File: src/rtl/keypad_pkg.sv
// Shared types and constants for the 4x4 matrix keypad entry path.
// Key map is indexed by {row, col}; entry 0 is row 0 / column 0.
package keypad_pkg;

    localparam int unsigned IDX_W = 2;

    typedef enum logic [1:0] {
        SCAN,
        CONFIRM,
        HELD
    } kp_state_t;

    // Rows: 1 2 3 A / 4 5 6 B / 7 8 9 C / *(E) 0 #(F) D
    localparam logic [15:0][3:0] KEY_MAP = {
        4'hD, 4'hF, 4'h0, 4'hE,
        4'hC, 4'h9, 4'h8, 4'h7,
        4'hB, 4'h6, 4'h5, 4'h4,
        4'hA, 4'h3, 4'h2, 4'h1
    };

    function automatic logic [IDX_W-1:0] lowest_low(input logic [3:0] col);
        logic [IDX_W-1:0] idx;
        if (!col[0])      idx = 2'd0;
        else if (!col[1]) idx = 2'd1;
        else if (!col[2]) idx = 2'd2;
        else              idx = 2'd3;
        return idx;
    endfunction

endpackage

File: src/rtl/kp_tick_gen.sv
// Row-dwell divider: counts 0..SCAN_DIV-1 and flags the last count
// as a one-cycle scan tick.
module kp_tick_gen #(
    parameter int unsigned SCAN_DIV = 50000
) (
    input  logic i_clk,
    input  logic i_reset,
    output logic o_tick
);

    localparam int unsigned      DIV_W    = (SCAN_DIV > 1) ? $clog2(SCAN_DIV) : 1;
    localparam logic [DIV_W-1:0] DIV_LAST = DIV_W'(SCAN_DIV - 1);

    logic [DIV_W-1:0] r_div;

    always_ff @(posedge i_clk) begin
        if (i_reset) begin
            r_div <= '0;
        end else if (r_div == DIV_LAST) begin
            r_div <= '0;
        end else begin
            r_div <= r_div + 1'b1;
        end
    end

    assign o_tick = (r_div == DIV_LAST);

endmodule

File: src/rtl/keypad_hex_entry.sv
// Scans a 4x4 active-low keypad, debounces press and release, and
// shifts each accepted hex digit into a 32-bit entry register.
module keypad_hex_entry
    import keypad_pkg::*;
#(
    parameter int unsigned SCAN_DIV       = 50000,
    parameter int unsigned DEBOUNCE_TICKS = 4
) (
    input  logic        clk,
    input  logic        Reset,
    output logic [3:0]  kp_row,
    input  logic [3:0]  kp_col,
    input  logic        clr,
    output logic        key_valid,
    output logic [3:0]  key_code,
    output logic [31:0] value
);

    localparam int unsigned      CNT_W             = $clog2(DEBOUNCE_TICKS + 1);
    localparam logic [CNT_W-1:0] CNT_DONE          = CNT_W'(DEBOUNCE_TICKS);
    localparam bit               ACCEPT_ON_CAPTURE = (DEBOUNCE_TICKS == 1);

    logic             w_tick;
    logic [3:0]       r_sync1;
    logic [3:0]       r_sync2;
    kp_state_t        r_state;
    kp_state_t        w_state_nx;
    logic [IDX_W-1:0] r_row;
    logic [IDX_W-1:0] w_row_nx;
    logic [IDX_W-1:0] r_cand_row;
    logic [IDX_W-1:0] w_cand_row_nx;
    logic [IDX_W-1:0] r_cand_col;
    logic [IDX_W-1:0] w_cand_col_nx;
    logic [CNT_W-1:0] r_cnt;
    logic [CNT_W-1:0] w_cnt_nx;
    logic [CNT_W-1:0] w_cnt_inc;
    logic             w_cand_bit;
    logic             w_accept;
    logic [3:0]       w_code;
    logic             r_key_valid;
    logic [3:0]       r_key_code;
    logic [31:0]      r_value;

    kp_tick_gen #(
        .SCAN_DIV (SCAN_DIV)
    ) u_tick (
        .i_clk   (clk),
        .i_reset (Reset),
        .o_tick  (w_tick)
    );

    // State register plus the datapath registers it steers
    always_ff @(posedge clk) begin
        if (Reset) begin
            r_sync1     <= 4'b1111;
            r_sync2     <= 4'b1111;
            r_state     <= SCAN;
            r_row       <= '0;
            r_cand_row  <= '0;
            r_cand_col  <= '0;
            r_cnt       <= '0;
            r_key_valid <= 1'b0;
            r_key_code  <= '0;
            r_value     <= '0;
        end else begin
            r_sync1     <= kp_col;
            r_sync2     <= r_sync1;
            r_state     <= w_state_nx;
            r_row       <= w_row_nx;
            r_cand_row  <= w_cand_row_nx;
            r_cand_col  <= w_cand_col_nx;
            r_cnt       <= w_cnt_nx;
            r_key_valid <= w_accept;
            if (w_accept) begin
                r_key_code <= w_code;
            end
            // clr wins over a coincident shift; that digit never lands
            if (clr) begin
                r_value <= '0;
            end else if (w_accept) begin
                r_value <= {r_value[27:0], w_code};
            end
        end
    end

    // Next-state logic; everything moves only on a scan tick
    always_comb begin
        w_state_nx    = r_state;
        w_row_nx      = r_row;
        w_cand_row_nx = r_cand_row;
        w_cand_col_nx = r_cand_col;
        w_cnt_nx      = r_cnt;
        w_accept      = 1'b0;
        w_cnt_inc     = r_cnt + 1'b1;
        w_cand_bit    = r_sync2[r_cand_col];
        if (w_tick) begin
            case (r_state)
                SCAN: begin
                    if (r_sync2 == 4'b1111) begin
                        w_row_nx = r_row + 1'b1;
                    end else begin
                        w_cand_row_nx = r_row;
                        w_cand_col_nx = lowest_low(r_sync2);
                        if (ACCEPT_ON_CAPTURE) begin
                            w_accept   = 1'b1;
                            w_cnt_nx   = '0;
                            w_state_nx = HELD;
                        end else begin
                            w_cnt_nx   = CNT_W'(1);
                            w_state_nx = CONFIRM;
                        end
                    end
                end
                CONFIRM: begin
                    if (!w_cand_bit) begin
                        if (w_cnt_inc == CNT_DONE) begin
                            w_accept   = 1'b1;
                            w_cnt_nx   = '0;
                            w_state_nx = HELD;
                        end else begin
                            w_cnt_nx = w_cnt_inc;
                        end
                    end else begin
                        w_cnt_nx   = '0;
                        w_row_nx   = r_row + 1'b1;
                        w_state_nx = SCAN;
                    end
                end
                HELD: begin
                    if (w_cand_bit) begin
                        if (w_cnt_inc == CNT_DONE) begin
                            w_cnt_nx   = '0;
                            w_row_nx   = r_row + 1'b1;
                            w_state_nx = SCAN;
                        end else begin
                            w_cnt_nx = w_cnt_inc;
                        end
                    end else begin
                        w_cnt_nx = '0;
                    end
                end
                default: begin
                    w_cnt_nx   = '0;
                    w_state_nx = SCAN;
                end
            endcase
        end
        w_code = KEY_MAP[{w_cand_row_nx, w_cand_col_nx}];
    end

    always_comb begin
        kp_row    = ~(4'b0001 << r_row);
        key_valid = r_key_valid;
        key_code  = r_key_code;
        value     = r_value;
    end

endmodule

File: config.mk
export PLATFORM = sky130hd
export DESIGN_NAME = keypad_hex_entry
export DESIGN_NICKNAME = d
export VERILOG_FILES = /design/src/rtl/keypad_pkg.sv /design/src/rtl/kp_tick_gen.sv /design/src/rtl/keypad_hex_entry.sv
export SDC_FILE = /design/constraint.sdc
export NUM_CORES = 1
export LEC_CHECK = 0
export CAP_MARGIN = 25
export CORE_ASPECT_RATIO = 1.5
export CORE_MARGIN = 2
export CORE_UTILIZATION = 40
export DETAILED_ROUTE_END_ITERATION = 6
export GPL_TIMING_DRIVEN = 1
export PLACE_DENSITY = 0.65
export SETUP_SLACK_MARGIN = 0.2
export SLEW_MARGIN = 20
export SYNTH_ARGS = -nofsm -noshare
export SYNTH_HDL_FRONTEND = slang
export SYNTH_SLANG_ARGS = --single-unit
File: constraint.sdc
create_clock -name clk -period 2.1 [get_ports clk]
set_clock_uncertainty 0.15 [all_clocks]
set_input_delay 0.315 -clock clk [delete_from_list [all_inputs] [get_ports clk]]
set_output_delay 0.315 -clock clk [all_outputs]
set_load 0.05 [all_outputs]
# After elaboration in Yosys (flattened, before gate mapping)
# Memories as Yosys holds them, arrays and structs flattened.
# Index checks and enable logic that the tools add are counted.
[op_classes] addsub=3 order_cmp=2 eq_ne=11 shift=1 mux=32 bitwise=1 reduce_logical=7
[op_table] cell="$mux W2" n=17
[op_table] cell="$add A16 B1 Y16 const B" n=1
[op_table] cell="$eq A16 B16 Y1 const B" n=1
[op_table] cell="$mux W3" n=4
[op_table] cell="$pmux W2 S3" n=2
[op_table] cell="$ne A2 B2 Y1 const B" n=5
[op_table] cell="$pmux W3 S3" n=1
[op_table] cell="$mux W1" n=6
[op_table] cell="$reduce_and A6 Y1" n=1
[op_table] cell="$lt A4 B5 Y1 const B" n=1
[op_table] cell="$reduce_and A5 Y1" n=1
[op_table] cell="$eq A4 B4 Y1 const B" n=1
[op_table] cell="$mux W4" n=1
[op_table] cell="$not A4 Y4" n=1
[op_table] cell="$reduce_or A2 Y1" n=2
[op_table] cell="$shl A1 B2 Y4 const A" n=1
[op_table] cell="$add A3 B1 Y3 const B" n=1
[op_table] cell="$eq A3 B3 Y1 const B" n=1
[op_table] cell="$lt A2 B3 Y1 const B" n=1
[op_table] cell="$ne A3 B3 Y1 const B" n=1
[op_table] cell="$reduce_bool A3 Y1" n=1
[op_table] cell="$add A2 B1 Y2 const B" n=1
[op_table] cell="$bmux W1 S2" n=1
[op_table] cell="$eq A2 B1 Y1 const B" n=1
[op_table] cell="other kinds (3)" n=3
[totals] ff_bits=72 mem_bits_ro=64 in_bits=7 out_inout_bits=41 wordCells=69 n_memories=1
[memory_table] memory="(no name shown)" depth=16 word_bits=4 rd=1 rd_ports_with_merged_regs=0 write_ports=0 line_no="keypad_hex_entry.sv:148" rtl="w_code = KEY_MAP[{w_cand_row_nx, w_cand_col_nx}];"

# Depth between registers and ports, before layout
# Gate-level depths: netlist of the first run.
[logic_depth] ltp_word=8 depth_mapped=10 ltp_nobuf=8

# Cells and area by module
# Synthesis of the first run repeated with hierarchy kept, for this count alone.
[unflattened] cells_unflattened=359 hier_area_um2=3206.8
[modules_own_cells] mod="keypad_hex_entry" instances=1 cells_each=283 area_per_inst_um2=2414.8 seq_area_each_um2=1121.1
[modules_own_cells] mod="kp_tick_gen" instances=1 cells_each=76 area_per_inst_um2=792.0 seq_area_each_um2=320.3

# Least setup slack after synthesis of the first run
# Ideal clock, no wire load.
[synth_path] path_kind="register to register" startpoint="register u_tick.r_div[0]" endpoint="register r_key_code[2], in the netlist key_code[2]" setup_time_ns=0.132 arrival_time_ns=2.010 required_ns=1.818 slack_ns=-0.192 path_stages_with_launch=10 path_buffers=1 synth_period_minus_slack_ns=2.292 path_cell_list="dfxtp_1 -> ha_1 -> and3_1 -> buf_2 -> and4_4 -> nand3b_4 -> mux2_4 -> or3_4 -> o211ai_2 -> a21oi_1"
[synth_via] elab_chain_len=4 word_cells_on_any_way=6 classes_between="eq/ne: 1; mux: 4; memory: 1"
[synth_lines] item="start: declaration" line_no="kp_tick_gen.sv:14" rtl="logic [DIV_W-1:0] r_div;"
[synth_lines] item="start signal: assignment" line_no="kp_tick_gen.sv:22" rtl="r_div <= r_div + 1'b1;"
[synth_lines] item="$eq A16 B16 Y1 *" line_no="kp_tick_gen.sv:26" rtl="assign o_tick = (r_div == DIV_LAST);"
[synth_lines] item="$mux W2" line_no="keypad_hex_entry.sv:96" rtl="if (w_tick) begin"
[synth_lines] item="$mem_v2 Z16 W4"
[synth_lines] item="$mux W4 (not written as such)" line_no="keypad_hex_entry.sv:148"
[synth_lines] item="end signal: assignment" line_no="keypad_hex_entry.sv:75" rtl="r_key_code <= w_code;"
[synth_lines] item="end: declaration" line_no="keypad_hex_entry.sv:41" rtl="logic [3:0] r_key_code;"
# Mark *: on every way between the ends. The rest lies on a longest branch, timed or not. The select of a mux whose other input is x is not followed.
# A chain may end at the register's enable or synchronous reset.

# Worst setup path in the final report of the first run
[layout_path] startpoint="register u_tick.r_div[7]" endpoint="register r_key_code[2], in the netlist key_code[2]"
# Same word-level chain as after synthesis.

==> results of run 1 <==
[worst paths after layout]
kind                 endpoint  slack [ps]  cells after the start            start
setup reg to reg  key_code[2]         -70                      7  u_tick.r_div[7]
setup / recovery  key_code[2]         -70                      7  u_tick.r_div[7]
hold / removal     r_sync2[1]         270                      1       r_sync1[1]
hold reg to reg    r_sync2[1]         270                      1       r_sync1[1]
[what timing repair did]
item                                    in CTS  in global routing
hold buffers                                 0                  0
endpoints found under the setup margin      76                 45
pin swaps                                   11                 46
setup buffers                                5                  8
resized for setup                           53                 89
cloned                                       3                  3
[worst max-delay path, stage by stage, from the launching register on]
cell and delay, ps:
dfxtp_2 330, nor4b_4 290, and4_4 280, nand3b_4 140, a32o_2 300, or3_4 390
o211ai_2 80, a21oi_1 90
[report_power, final]
group,internal (mW),leakage [nW],switching (mW),total [mW]
Sequential,1.38,0.585,0.00697,1.38
Combinational,0.0394,1.36,0.0436,0.0830
Clock,0.584,0.102,0.530,1.11
[sequential cells by signal, summed over array words and instances, names as in the netlist]
signal and count:
u_tick.r_div 16, r_cand_col 2, r_sync1 4, key_valid 1
r_state 2, r_row 2, r_sync2 4, value 32
key_code 4, r_cand_row 2, r_cnt 3
[layout make-up]
type,instances,area (µm²),share of cell area (%)
Sequential cell,72,1450,32.2
Multi-Input combinational cell,241,1710,37.9
Tap cell,100,125,2.78
Clock buffer,10,138,3.06
Clock inverter,6,68.8,1.53
Timing Repair Buffer,101,968,21.5
Inverter,12,45.0,1.00
[cell usage after synthesis (2+ instances only)]
| cell | count |
|---|---|
| a211oi_1 | 2 |
| a21oi_1 | 45 |
| a32oi_1 | 2 |
| and2_1 | 2 |
| and3_1 | 3 |
| and3_2 | 2 |
| and4_1 | 3 |
| buf_2 | 5 |
| clkbuf_1 | 13 |
| dfxtp_1 | 72 |
| ha_1 | 7 |
| inv_1 | 12 |
| mux2i_1 | 4 |
| nand2_1 | 70 |
| nand3_1 | 5 |
| nand4_1 | 4 |
| nor2_1 | 33 |
| nor3_1 | 5 |
| o21ai_0 | 7 |
| o21ai_1 | 2 |
| or2_2 | 9 |
| or3_1 | 2 |
| xnor2_1 | 8 |
| xor2_1 | 7 |
[stage by stage]
step                util (%)  hold slack [ps]  setup slack, ps
floorplan                  -              239             -137
global route            62.3              278             -203
CTS                     56.2              266            -83.9
global placement        52.5              241            -62.6
finish                  62.3              265            -74.7
detailed placement      52.5              248             -111
[per-layer routing]
metal  routed length (µm)  global-route usage, %  vias to the layer above
li1                     -                      -                     1332
met1                 2880                   19.4                     1264
met2                 4100                   33.3                       50
met3                  171                   3.30                       14
met4                  186                   9.95                        0
met5                    0                      0                        -
[cells by family after synthesis]
family,after synthesis,synth area share [%]
AOI/OAI and AO/OA,64,12.0
xor gates and xnor gates,15,4.43
adders and majority gates,7,2.95
buffers and inverters,31,4.39
DFF,72,48.6
muxes,7,3.38
and+or+nand+nor,147,24.2
==> results.txt, run 1 <==
----------------------------------------------------
[Floorplan]
  # IOs ... between 40 and 50
  Core region area ... roughly 0.0072 mm²
  Number of cell rows ... 38
  Die height ... about 110 µm
  Starting utilization of the core area ... about two fifths
  Die boundary width ... ~74 µm
  Area of the die ... 0.00813 mm²

[Placed design]
  Post-placement cell count ... between 500 and 600
  Port Buf Inserts ... 47
  Area after DPL ... roughly 0.0038 mm²
  Final estimated routing congestion in global placement ... ~0.83
  Half-perimeter wire length of the detailed placement result ... 4660 µm

[Worst setup path]
  Maximum fanout along the worst path ... 7
  Worst Path Required ... approximately 2200 ps
  Critical path type ... reg -> reg
  Nature of the critical path endpoint ... flip-flop
  CP startpoint kind ... flip-flop
  Arrival @ worst endpoint ... approximately 2300 ps

[Clock tree]
  Number of H-tree levels ... 3
  Max Buffers Root-to-Sink ... 2
  Clock Sinks ... 72
  CTS Buf Count ... 9
  Master cell of the clock root buffer ... clkbuf_8
  CTS tree ... done
  Clock slew seen by the registers of the worst setup and hold paths ... approximately 70 ps
  Source-to-sink clock delay at the later pin of the worst-skew pair ... around 350 ps

[Yosys]
  Synth cell types ... 43
  Area share of the largest cell type after synthesis ... between 40% and 50%
  Mapped Avg Cell Area ... ~8.6 µm²
  Number of nets in the synthesized netlist ... around 360
  Warnings, synthesis ... 0
  Main synth FF type ... dfxtp_1
  Cell accounting for the most synthesized area ... dfxtp_1
  Top post-synthesis cells by area ... dfxtp_1 (49%), nand2_1 (8.9%), a21oi_1 (7.6%), nor2_1 (4.2%), ha_1 (3.0%)
  Cell Area, Synth ... around 0.0030 mm²
  Count of state elements after synthesis ... slightly above 70
  Number of instances in the synthesized netlist ... around 340
  Portion of the post-synthesis area used by sequential elements ... roughly 50%
  Async set or reset register ratio after synthesis ... 0%
  Post-synth EDFFs ... 0

[Pwr]
  Total Power Consumption ... approximately 2.6 mW
  Lkg Pwr ... around 2 nW
  Worst ir drop on vdd ... roughly 430 µV
  Total power divided by cell area ... around 570 mW/mm²

[Detailed routing]
  Per-cell via count in the routed design ... about 5
  Detailed-route wire length per cell ... between 10 and 15 µm
  Starting DRC count in detailed routing ... approximately 90
  Routed Antenna Nets ... 0
  Total vias in the final route ... ~2700
  Iteration count of the initial detailed-routing pass ... 4
  Sum of routed wire length over all layers ... 7330 µm
  DR DRC count ... 0

[Global routing]
  Via count of the first global-routing pass ... ~2500
  GR Overflow Total ... 0
  Initial antenna violation count ... 0
  Pin count of the biggest net entering global routing ... 29
  Total GRT Usage ... between 10% and 20%
  Wire length of the first global-routing pass ... roughly 11000 µm

[Finish]
  Antenna diodes ... 0
  Final Instance Area ... roughly 0.0045 mm²
  Leading cell type in the layout, fill and taps excluded ... dfxtp_1
  Total Nets Final ... approximately 450
  Commonest cells after routing, fill and taps aside ... dfxtp_1 (65), nand2_1 (40), buf_4 (39)
  Layout overhead on the synthesized area ... 51.8%
  Filler Cell Count ... 615
  Layout Cells excl Fill ... about 540
  Proportion of layout cells with a drive suffix above 1 ... 37.3%

[Status]
  Status ... finished with violations
  Violated checks ... negative setup slack

[Timing]
  Hold violation total from the final report ... 0
  Count of endpoints failing setup in the final report ... 5
  Pins over their slew limit ... 0
  Period utilisation layout ... 104%
  Post-layout worst setup margin ... -74.7 ps
  Slew at the pin closest to its max-slew limit ... 499 ps
  Final critical path time including I/O delays and setup ... between 2000 and 2500 ps
  Max-Slew Margin vs Limit ... 66.9%
  Final sum of negative setup slack ... -231 ps
  RSZ-0062 raised after global routing ... true
  Fmax ... between 0.4 and 0.5 GHz

[Flow run]
  Number of maximum-capacitance constraint violations ... 0

[Min path]
  Hold/Removal Path Class ... reg -> reg

----------------------------------------------------
Note: power is estimated with default switching activity, not from simulation.
==> run 2, diff against run 1 <==
- SLEW_MARGIN: 20 -> unset
==> results of run 2 <==
No change in the layout: final DEF, timing and power equal those of run 1.
==> run 3, diff against run 2 <==
- CAP_MARGIN: 25 -> unset
==> results of run 3 <==
No change in the layout: final DEF, timing and power equal those of run 1.
